File: config.mk
export PLATFORM = sky130hd
export DESIGN_NAME = exp_accum
export DESIGN_NICKNAME = d
export VERILOG_FILES = /design/src/rtl/exp_accum.sv
export SDC_FILE = /design/constraint.sdc
export NUM_CORES = 1
export LEC_CHECK = 0
export ABC_AREA = 1
export CORE_MARGIN = 2
export CORE_UTILIZATION = 45
export DETAILED_ROUTE_END_ITERATION = 6
export GPL_TIMING_DRIVEN = 0
export MAX_ROUTING_LAYER = met4
export PLACE_DENSITY = 0.71
export SLEW_MARGIN = 0
export SYNTH_ARGS = -nofsm -noshare
export SYNTH_HDL_FRONTEND = slang
export SYNTH_SLANG_ARGS = --single-unit
File: constraint.sdc
create_clock -name aclk -period 3.8 [get_ports aclk]
set_clock_uncertainty 0.15 [all_clocks]
set_input_delay 0.95 -clock aclk [delete_from_list [all_inputs] [get_ports aclk]]
set_output_delay 0.95 -clock aclk [all_outputs]
set_load 0.1 [all_outputs]
File: src/rtl/exp_accum.sv
// Frame accumulator for exp() samples: sums up to ACC_LEN beats (or until tlast) and emits sum + count one cycle after the closing beat.
// Input tready drops while the result waits for downstream. Build option EXP_ACC_SAT_EN saturates tdata on overflow; otherwise it wraps.
module exp_accum #(
  parameter int ACC_LEN = 16,
  parameter int ACC_W   = 48
) (
  input  logic        aclk,
  input  logic        aresetn,
  input  logic [31:0] s_axis_data_tdata,
  input  logic        s_axis_data_tvalid,
  input  logic        s_axis_data_tlast,
  output logic        s_axis_data_tready,
  output logic [31:0] m_axis_data_tdata,
  output logic [16:0] m_axis_data_tuser,
  output logic        m_axis_data_tvalid,
  input  logic        m_axis_data_tready
);

  typedef enum logic [1:0] {IDLE, ACCUM, OUTPUT} state_t;

  localparam logic [15:0] LEN = ACC_LEN[15:0];

  state_t             state_q, state_d;
  logic [ACC_W-1:0]   acc_q, acc_d;
  logic [15:0]        cnt_q, cnt_d;
  logic [31:0]        tdata_q, tdata_d;
  logic [16:0]        tuser_q, tuser_d;

  logic               beat;
  logic [ACC_W-1:0]   sext;
  logic [ACC_W-1:0]   acc_sum;
  logic [15:0]        cnt_sum;
  logic               close;
  logic               ovf;
  logic [31:0]        res_dat;

  assign s_axis_data_tready = (state_q != OUTPUT);
  assign m_axis_data_tvalid = (state_q == OUTPUT);
  assign m_axis_data_tdata  = tdata_q;
  assign m_axis_data_tuser  = tuser_q;

  assign beat    = s_axis_data_tvalid && s_axis_data_tready;
  assign sext    = {{(ACC_W-32){s_axis_data_tdata[31]}}, s_axis_data_tdata};
  assign acc_sum = (state_q == IDLE) ? sext : acc_q + sext;
  assign cnt_sum = (state_q == IDLE) ? 16'd1 : cnt_q + 16'd1;
  assign close   = (cnt_sum == LEN) || s_axis_data_tlast;

  // In range iff every bit from 31 upward matches the sign.
  assign ovf = !((&acc_sum[ACC_W-1:31]) || !(|acc_sum[ACC_W-1:31]));

`ifdef EXP_ACC_SAT_EN
  assign res_dat = ovf ? (acc_sum[ACC_W-1] ? 32'h8000_0000 : 32'h7FFF_FFFF) : acc_sum[31:0];
`else
  assign res_dat = acc_sum[31:0];
`endif

  always_ff @(posedge aclk) begin
    if (!aresetn) begin
      state_q <= IDLE;
      acc_q   <= '0;
      cnt_q   <= '0;
      tdata_q <= '0;
      tuser_q <= '0;
    end else begin
      state_q <= state_d;
      acc_q   <= acc_d;
      cnt_q   <= cnt_d;
      tdata_q <= tdata_d;
      tuser_q <= tuser_d;
    end
  end

  always_comb begin
    state_d = state_q;
    acc_d   = acc_q;
    cnt_d   = cnt_q;
    tdata_d = tdata_q;
    tuser_d = tuser_q;
    case (state_q)
      IDLE, ACCUM: begin
        if (beat) begin
          acc_d = acc_sum;
          cnt_d = cnt_sum;
          if (close) begin
            state_d = OUTPUT;
            tdata_d = res_dat;
            tuser_d = {ovf, cnt_sum};
          end else begin
            state_d = ACCUM;
          end
        end
      end
      OUTPUT: begin
        if (m_axis_data_tready) begin
          acc_d   = '0;
          cnt_d   = '0;
          state_d = IDLE;
        end
      end
      default: state_d = IDLE;
    endcase
  end

endmodule

==> summary.txt, run 1 <==
Critical path
  – Worst Setup End Kind: flip-flop
  – CP arrival: 3850 ps
  – Worst path required time: 4010 ps
  – CP Launch Type: input pin
  – Crit path kind: input pin to flip-flop
  – Worst-path fanout max: 5

GRT
  – Number of global-route vias before repair: 9200
  – Total grt overflow: 0
  – Initial antenna violation count: 0
  – GRT Util Overall: 0.304
  – Pin count of the biggest net entering global routing: 19
  – First-pass GRT wire length: 48700 µm

Finish
  – Share of post-route cells with drive strength above 1: 0.0511
  – Area Growth Syn to Fin: 20.4%
  – Final nets: 1777
  – ANT cells: 0
  – Final Non-Filler Cells: 1969
  – Post-route cell area: 10800 µm²

Logic synthesis
  – Top cells by area, synth: dfxtp_1 (26%), nand2_1 (23%), inv_1 (11%)
  – Syn nets: 1671
  – Post-synthesis sequential area ratio: 0.256
  – Largest family of logic cells by synthesized area: simple AND/OR/NAND/NOR gates
  – Avg Cell Area, Syn: 5.67 µm²
  – Ys flop type: dfxtp_1
  – Post-Synth Simple-Gate Area: 0.388
  – Mapped cell area: 8990 µm²
  – Post-synthesis adder-cell area fraction: 0.0690
  – Post-synth EDFFs: 0
  – Register bit count reported by yosys: 115
  – Mux cell area share after synthesis: 0.00111
  – Most instantiated cells after synthesis: nand2_1 (551), inv_1 (252), nor2_1 (175)
  – Synth cell types: 38
  – Most frequent cell after synthesis: nand2_1
  – Synth Area in Compound Gates: 0.135
  – Syn Inst Count: 1585
  – Yosys warns: 0
  – Share of flip-flops with an asynchronous set or reset: 0
  – Yosys top cell by area: dfxtp_1
  – Synth top area share: 0.256
  – Synth Area in XOR/XNOR: 0.0214

Timing
  – Finish-stage setup viols: 0
  – RSZ-0062 raised after global routing: false
  – Slew HR: 0.234
  – Slew Limit Fails: 0
  – Hold Fails Final Rpt: 0
  – Min Hold Slack: 321 ps
  – Minimum clock period: 3650 ps
  – Final cycle utilization of the critical path: 0.960
  – Max Fclk: 274 MHz
  – Worst-Margin Slew: 1150 ps

Power and ir drop
  – Lkg Pwr: 0.00535 µW
  – Sw Share: 0.398
  – P_int: 2650 µW
  – Post-layout total power: 4410 µW
  – PwrDens: 408 nW/µm²
  – Flop pwr share: 0.307
  – Combinational power share: 0.342
  – Psw: 1760 µW
  – Worst vdd ir: 0.389 mV
  – Clock power share: 0.351

Flow run
  – Max-Cap Viols: 0

Floorplanning
  – Core area: 19500 µm²
  – Initial Util: 0.460
  – Chip width: 145 µm
  – Die H: 145 µm
  – I/O pin cnt: 88
  – Rows: 51
  – Die area: 21100 µm²

CTS
  – Reg clk slew, reported paths: 60 ps
  – CTS tree: yes
  – Post-CTS setup buffer count: 0
  – Clock Latency Late Sink: 430 ps
  – CTS Sinks: 115
  – Max Buffers Root-to-Sink: 2
  – Root Driver: clkbuf_16
  – CTS buffer count: 17
  – H-tree Lvls: 4

Routing
  – Avg WL per Cell: 15.9 µm
  – Routed Antenna Nets: 0
  – DR vias/cell: 5.09
  – Pre-antenna DRT Iters: 6
  – Starting DRT DRC Count: 811
  – Routed vias: 10.0k
  – DRC violations left: 0
  – Final WL: 31400 µm

Min path
  – HP Class: flip-flop to flip-flop

Placement
  – Hpwl dp: 25600 µm
  – Placer Congestion: 1.00
  – # placed instances: 1937
  – Buffers on Ports: 87
  – Post-DP Area: 10200 µm²

Outcome
  – Status: complete, no violations
-- logic make-up after synthesis --
kind of cell	Yosys count
adders and majority gates	49
muxes	1
xor gates and xnor gates	22
AOI/OAI and AO/OA	234
buffers and inverters	301
and+or+nand+nor	863
DFF	115
-- sequential cells by signal, indices dropped and copies added, names as in the netlist --
register	flops
m_axis_data_tuser	17
cnt_q	16
m_axis_data_tdata	32
acc_q	48
state_q	2
-- critical path: stages --
cell and delay, ps:
clkdlybuf4s50_1 430, ha_2 230, fa_2 400, nand3_1 110, nand3_2 130, nand2_1 90
nand2_1 150, nand2_1 100, nand2_1 150, a31oi_1 330, xor2_1 120, nand2_1 70
o21ai_0 160, or2_2 330, a21oi_1 110
-- layer usage --
layer	vias up	GRT usage	wire length, µm
li1	5171	-	-
met2	378	0.482	14200
met1	4398	0.380	13600
met3	83	0.0423	2100
met4	0	0.152	1570
met5	-	-	0
-- path summary, 6_finish.rpt --
| path | from | cells after the start | end | slack, ps |
|---|---|---|---|---|
| min | acc_q[26] | 2 | acc_q[26] | 320 |
| max reg2reg | state_q[0] | 9 | acc_q[18] | 180 |
| min reg2reg | acc_q[26] | 2 | acc_q[26] | 320 |
| max | s_axis_data_tdata[0] | 15 | acc_q[28] | 150 |
-- placed cells by master, fill, tap and decap left out, types with 8 or more instances in the layout --
master	count
nand3_2	8
clkdlybuf4s50_1	86
clkbuf_1	32
ha_1	46
buf_2	8
nand4_1	16
nand2_1	550
nand3_1	74
nor3_1	8
clkbuf_16	17
inv_1	252
o21ai_1	21
a21oi_1	128
or2_2	19
xnor2_1	14
nor2_1	170
o21ai_0	68
dfxtp_1	115
xor2_1	8
-- layout make-up --
type                       count  area [µm²]
buffer                        47         203
tap                          265         332
multi-input combinational   1169        5600
fill                        2043        8700
sequential                   115        2300
clock inverter                14         130
clock buffer                  18         439
inverter                     254         953
timing repair buffer          87         866
-- power by group through the flow --
| stage | Clock [µW] | Combinational, µW | Sequential [µW] |
|---|---|---|---|
| 2_1_floorplan | 0 | 796 | 1620 |
| 3_3_place_gp | 0 | 1460 | 1380 |
| 3_5_place_dp | 0 | 1480 | 1380 |
| 4_1_cts | 1550 | 1480 | 1350 |
| 5_1_grt | 1610 | 1650 | 1360 |
| 6_report | 1550 | 1510 | 1350 |
-- repair_timing --
item | CTS | global route
pin swaps | 0 | 2
gates resized for setup | 2 | 26
setup endpoints to repair | 2 | 3
hold buffers | 0 | 0
gates cloned | 0 | 0
-- per-stage QoR --
| stage | setup slack (ps) | setup TNS [ps] | util |
|---|---|---|---|
| 6_report | 151 | 0 | 0.554 |
| 5_1_grt | 12.4 | 0 | 0.554 |
| 4_1_cts | 39.8 | 0 | 0.551 |
| 3_5_place_dp | -688 | -4940 | 0.522 |
| 3_3_place_gp | -648 | -4770 | 0.522 |
| 2_1_floorplan | 72.7 | 0 | - |
Power figures use the tool's default switching activity.
==> run 2, diff against run 1 <==
--- a/config.mk
+++ b/config.mk
@@ -11,7 +11,7 @@
 export DETAILED_ROUTE_END_ITERATION = 6
 export GPL_TIMING_DRIVEN = 0
 export MAX_ROUTING_LAYER = met4
-export PLACE_DENSITY = 0.71
+export PLACE_DENSITY_LB_ADDON = 0.2
 export SLEW_MARGIN = 0
 export SYNTH_ARGS = -nofsm -noshare
 export SYNTH_HDL_FRONTEND = slang
==> constraint.sdc (replaced) <==
create_clock -name aclk -period 4.3 [get_ports aclk]
set_clock_uncertainty 0.15 [all_clocks]
set_input_delay 1.075 -clock aclk [delete_from_list [all_inputs] [get_ports aclk]]
set_output_delay 1.075 -clock aclk [all_outputs]
set_load 0.1 [all_outputs]
==> run 2 against run 1 <==
  * Critical endpoint is now m_axis_data_tuser[16]
  * Core utilization decreased by 0.19 points
  * Die area unchanged
  * Largest power group unchanged
  * Global-route usage up 2.0 points
  * Register-to-register slack improved by 290 ps
  * Flip-flop and latch count is the same
  * Routed wire length grew 5.7%
  * Total power fell by 9.9%
  * Critical path depth up 4
  * Setup slack gained 57 ps
  * Combinational power down 11%
==> summary.txt, run 2 (same netlist as run 1, synthesis figures left out) <==
Timing
  – Slew HR: 0.165 (was 0.234)
  – Max Fclk: 244 MHz
  – RSZ-0062 raised after global routing: false (unchanged)
  – Minimum clock period: 4090 ps
  – Hold Fails Final Rpt: 0 (unchanged)
  – Final cycle utilization of the critical path: 0.952
  – Worst-Margin Slew: 1250 ps (was 1150 ps)
  – Slew Limit Fails: 0 (unchanged)
  – Finish-stage setup viols: 0 (unchanged)
  – Fin worst setup slack: 208 ps (was 151 ps)

Finish
  – Final Non-Filler Cells: 1969 (unchanged)
  – Commonest cells after routing, fill and taps aside: nand2_1 (551), inv_1 (252), nor2_1 (175) (was nand2_1 (550), inv_1 (252), nor2_1 (170))
  – Share of post-route cells with drive strength above 1: 0.0399 (was 0.0511)
  – ANT cells: 0 (unchanged)
  – Commonest non-fill, non-tap cell in the layout: nand2_1 (unchanged)
  – Max FFs per register: 48 (unchanged)
  – Area Growth Syn to Fin: 20.0% (was 20.4%)
  – Final nets: 1777 (unchanged)
  – Most flop-heavy register: acc_q (unchanged)
  – Final core occ: 0.552 (was 0.554)
  – Fillers: 2103 (was 2043)

Critical path
  – CP cell instances: clkdlybuf4s50_1, ha_1, fa_1, nand3_1, nand3_1, nand2_1, nand2_1, nand2_1, nand3_1, nand2_1, nand2_1, nand2_1, nand3_1, o21ai_0, nand2_1, nor2_1, nand3_1, nand3_1, a21oi_1 (was clkdlybuf4s50_1, ha_2, fa_2, nand3_1, nand3_2, nand2_1, nand2_1, nand2_1, nand2_1, a31oi_1, xor2_1, nand2_1, o21ai_0, or2_2, a21oi_1)
  – Worst Setup End Kind: flip-flop (unchanged)
  – Most frequent CP cell: nand2_1 (unchanged)
  – CP peak stage delay: 480 ps (was 430 ps)
  – Worst path required time: 4440 ps (was 4010 ps)
  – Crit path buffers/inverters: 1 (unchanged)
  – Delay-heaviest family, CP: simple AND/OR/NAND/NOR gates (unchanged)
  – Crit path kind: input pin to flip-flop (unchanged)
  – Worst-path fanout max: 5 (unchanged)
  – CP arrival: 4230 ps (was 3850 ps)
  – Slowest-stage cell, CP: fa_1 (was clkdlybuf4s50_1)
  – CP Launch Type: input pin (unchanged)

Power and ir drop
  – Worst vdd ir: 0.296 mV (was 0.389 mV)
  – P_int: 2400 µW (was 2650 µW)
  – Combinational power share: 0.339 (was 0.342)
  – Clock power share: 0.361 (was 0.351)
  – Psw: 1570 µW (was 1760 µW)
  – Lkg Pwr: 0.00536 µW (was 0.00535 µW)
  – Flop pwr share: 0.300 (was 0.307)
  – PwrDens: 368 nW/µm² (was 408 nW/µm²)
  – Sw Share: 0.395 (was 0.398)

Floorplanning
  – I/O pin cnt: 88 (unchanged)
  – Die area: 21100 µm² (unchanged)
  – Die H: 145 µm (unchanged)
  – Core area: 19500 µm² (unchanged)
  – Rows: 51 (unchanged)
  – Initial Util: 0.460 (unchanged)
  – Chip width: 145 µm (unchanged)

Placement
  – # placed instances: 1937 (unchanged)
  – Hpwl dp: 27200 µm (was 25600 µm)
  – Placer Congestion: 1.03 (was 1.00)
  – Pre-CTS worst setup slack: -406 ps (was -688 ps)
  – Buffers on Ports: 87 (unchanged)

CTS
  – Clock Latency Late Sink: 430 ps (about the same)
  – H-tree Lvls: 4 (unchanged)
  – Root Driver: clkbuf_16 (unchanged)
  – Reg clk slew, reported paths: 60 ps (about the same)
  – Max Buffers Root-to-Sink: 2 (unchanged)
  – CTS buffer count: 17 (unchanged)
  – CTS Sinks: 115 (unchanged)
  – Post-CTS setup buffer count: 0 (unchanged)
  – CTS tree: yes (unchanged)

Routing
  – Routed vias: 10.0k (about the same)
  – Final WL: 33200 µm (was 31400 µm)
  – Avg WL per Cell: 16.9 µm (was 15.9 µm)
  – DRC violations left: 0 (unchanged)
  – Starting DRT DRC Count: 907 (was 811)
  – Pre-antenna DRT Iters: 5 (was 6)
  – DR vias/cell: 5.09 (about the same)
  – Routed Antenna Nets: 0 (unchanged)

GRT
  – GRT Util Overall: 0.325 (was 0.304)
  – Pin count of the biggest net entering global routing: 19 (unchanged)
  – First-pass GRT wire length: 51400 µm (was 48700 µm)
  – Total grt overflow: 0 (unchanged)
  – Number of global-route vias before repair: 9511 (was 9200)
  – Initial antenna violation count: 0 (unchanged)

Flow run
  – Max-Cap Viols: 0 (unchanged)

Outcome
  – Status: complete, no violations (unchanged)

Min path
  – HP Class: flip-flop to flip-flop (unchanged)
run 2: worst paths after layout:
check | start | endpoint | slack, ps | cells past startpoint
worst max-delay path | s_axis_data_tdata[0] | m_axis_data_tuser[16] | 210 | 19
worst min-delay path | acc_q[5] | acc_q[5] | 320 | 2
worst max register to register | state_q[0] | acc_q[30] | 470 | 9
worst min register to register | acc_q[5] | acc_q[5] | 320 | 2
run 2: timing repair:
action | CTS | global route
setup endpoints to repair | 0 | 1
endpoints found under the hold margin | 0 | 0
hold buffers | 0 | 0
resized for setup | 0 | 1
run 2: worst min-delay path, cell delays in order, from the launching register on:
cell and delay [ps]:
dfxtp_1 310, nand2_1 60, a21oi_1 50
run 2: cell type report:
class	count	area [µm²]	area share
clock inverters	14	154	0.0143
flip-flops and latches	115	2300	0.213
inverters	254	953	0.0884
plain buffers	47	201	0.0187
repair buffers	87	873	0.0810
well taps	265	332	0.0307
multi-input cells	1169	5530	0.513
clock buffers	18	439	0.0407
run 2: metrics by stage:
step | setup TNS (ps) | power, µW | cell area, µm² | hold WS (ps)
2_1_floorplan | 0 | 2140 | 8990 | 295
3_3_place_gp | -615 | 2530 | 10200 | 305
3_5_place_dp | -706 | 2540 | 10200 | 312
4_1_cts | 0 | 3970 | 10800 | 321
5_1_grt | 0 | 4170 | 10800 | 334
6_report | 0 | 3970 | 10800 | 322
run 2: routing by layer:
metal,up-vias,part of all wire,GRT usage
li1,5154,-,-
met2,357,0.47,0.540
met1,4439,0.43,0.387
met3,69,0.060,0.0498
met4,0,0.047,0.153
met5,-,0,-
run 2: power groups by stage:
stage,Clock [µW],Sequential (µW),Combinational [µW]
after floorplan,0,1430,703
after global placement,0,1210,1320
after detailed placement,0,1210,1330
after CTS,1450,1190,1340
after global routing,1500,1200,1470
final,1440,1190,1350
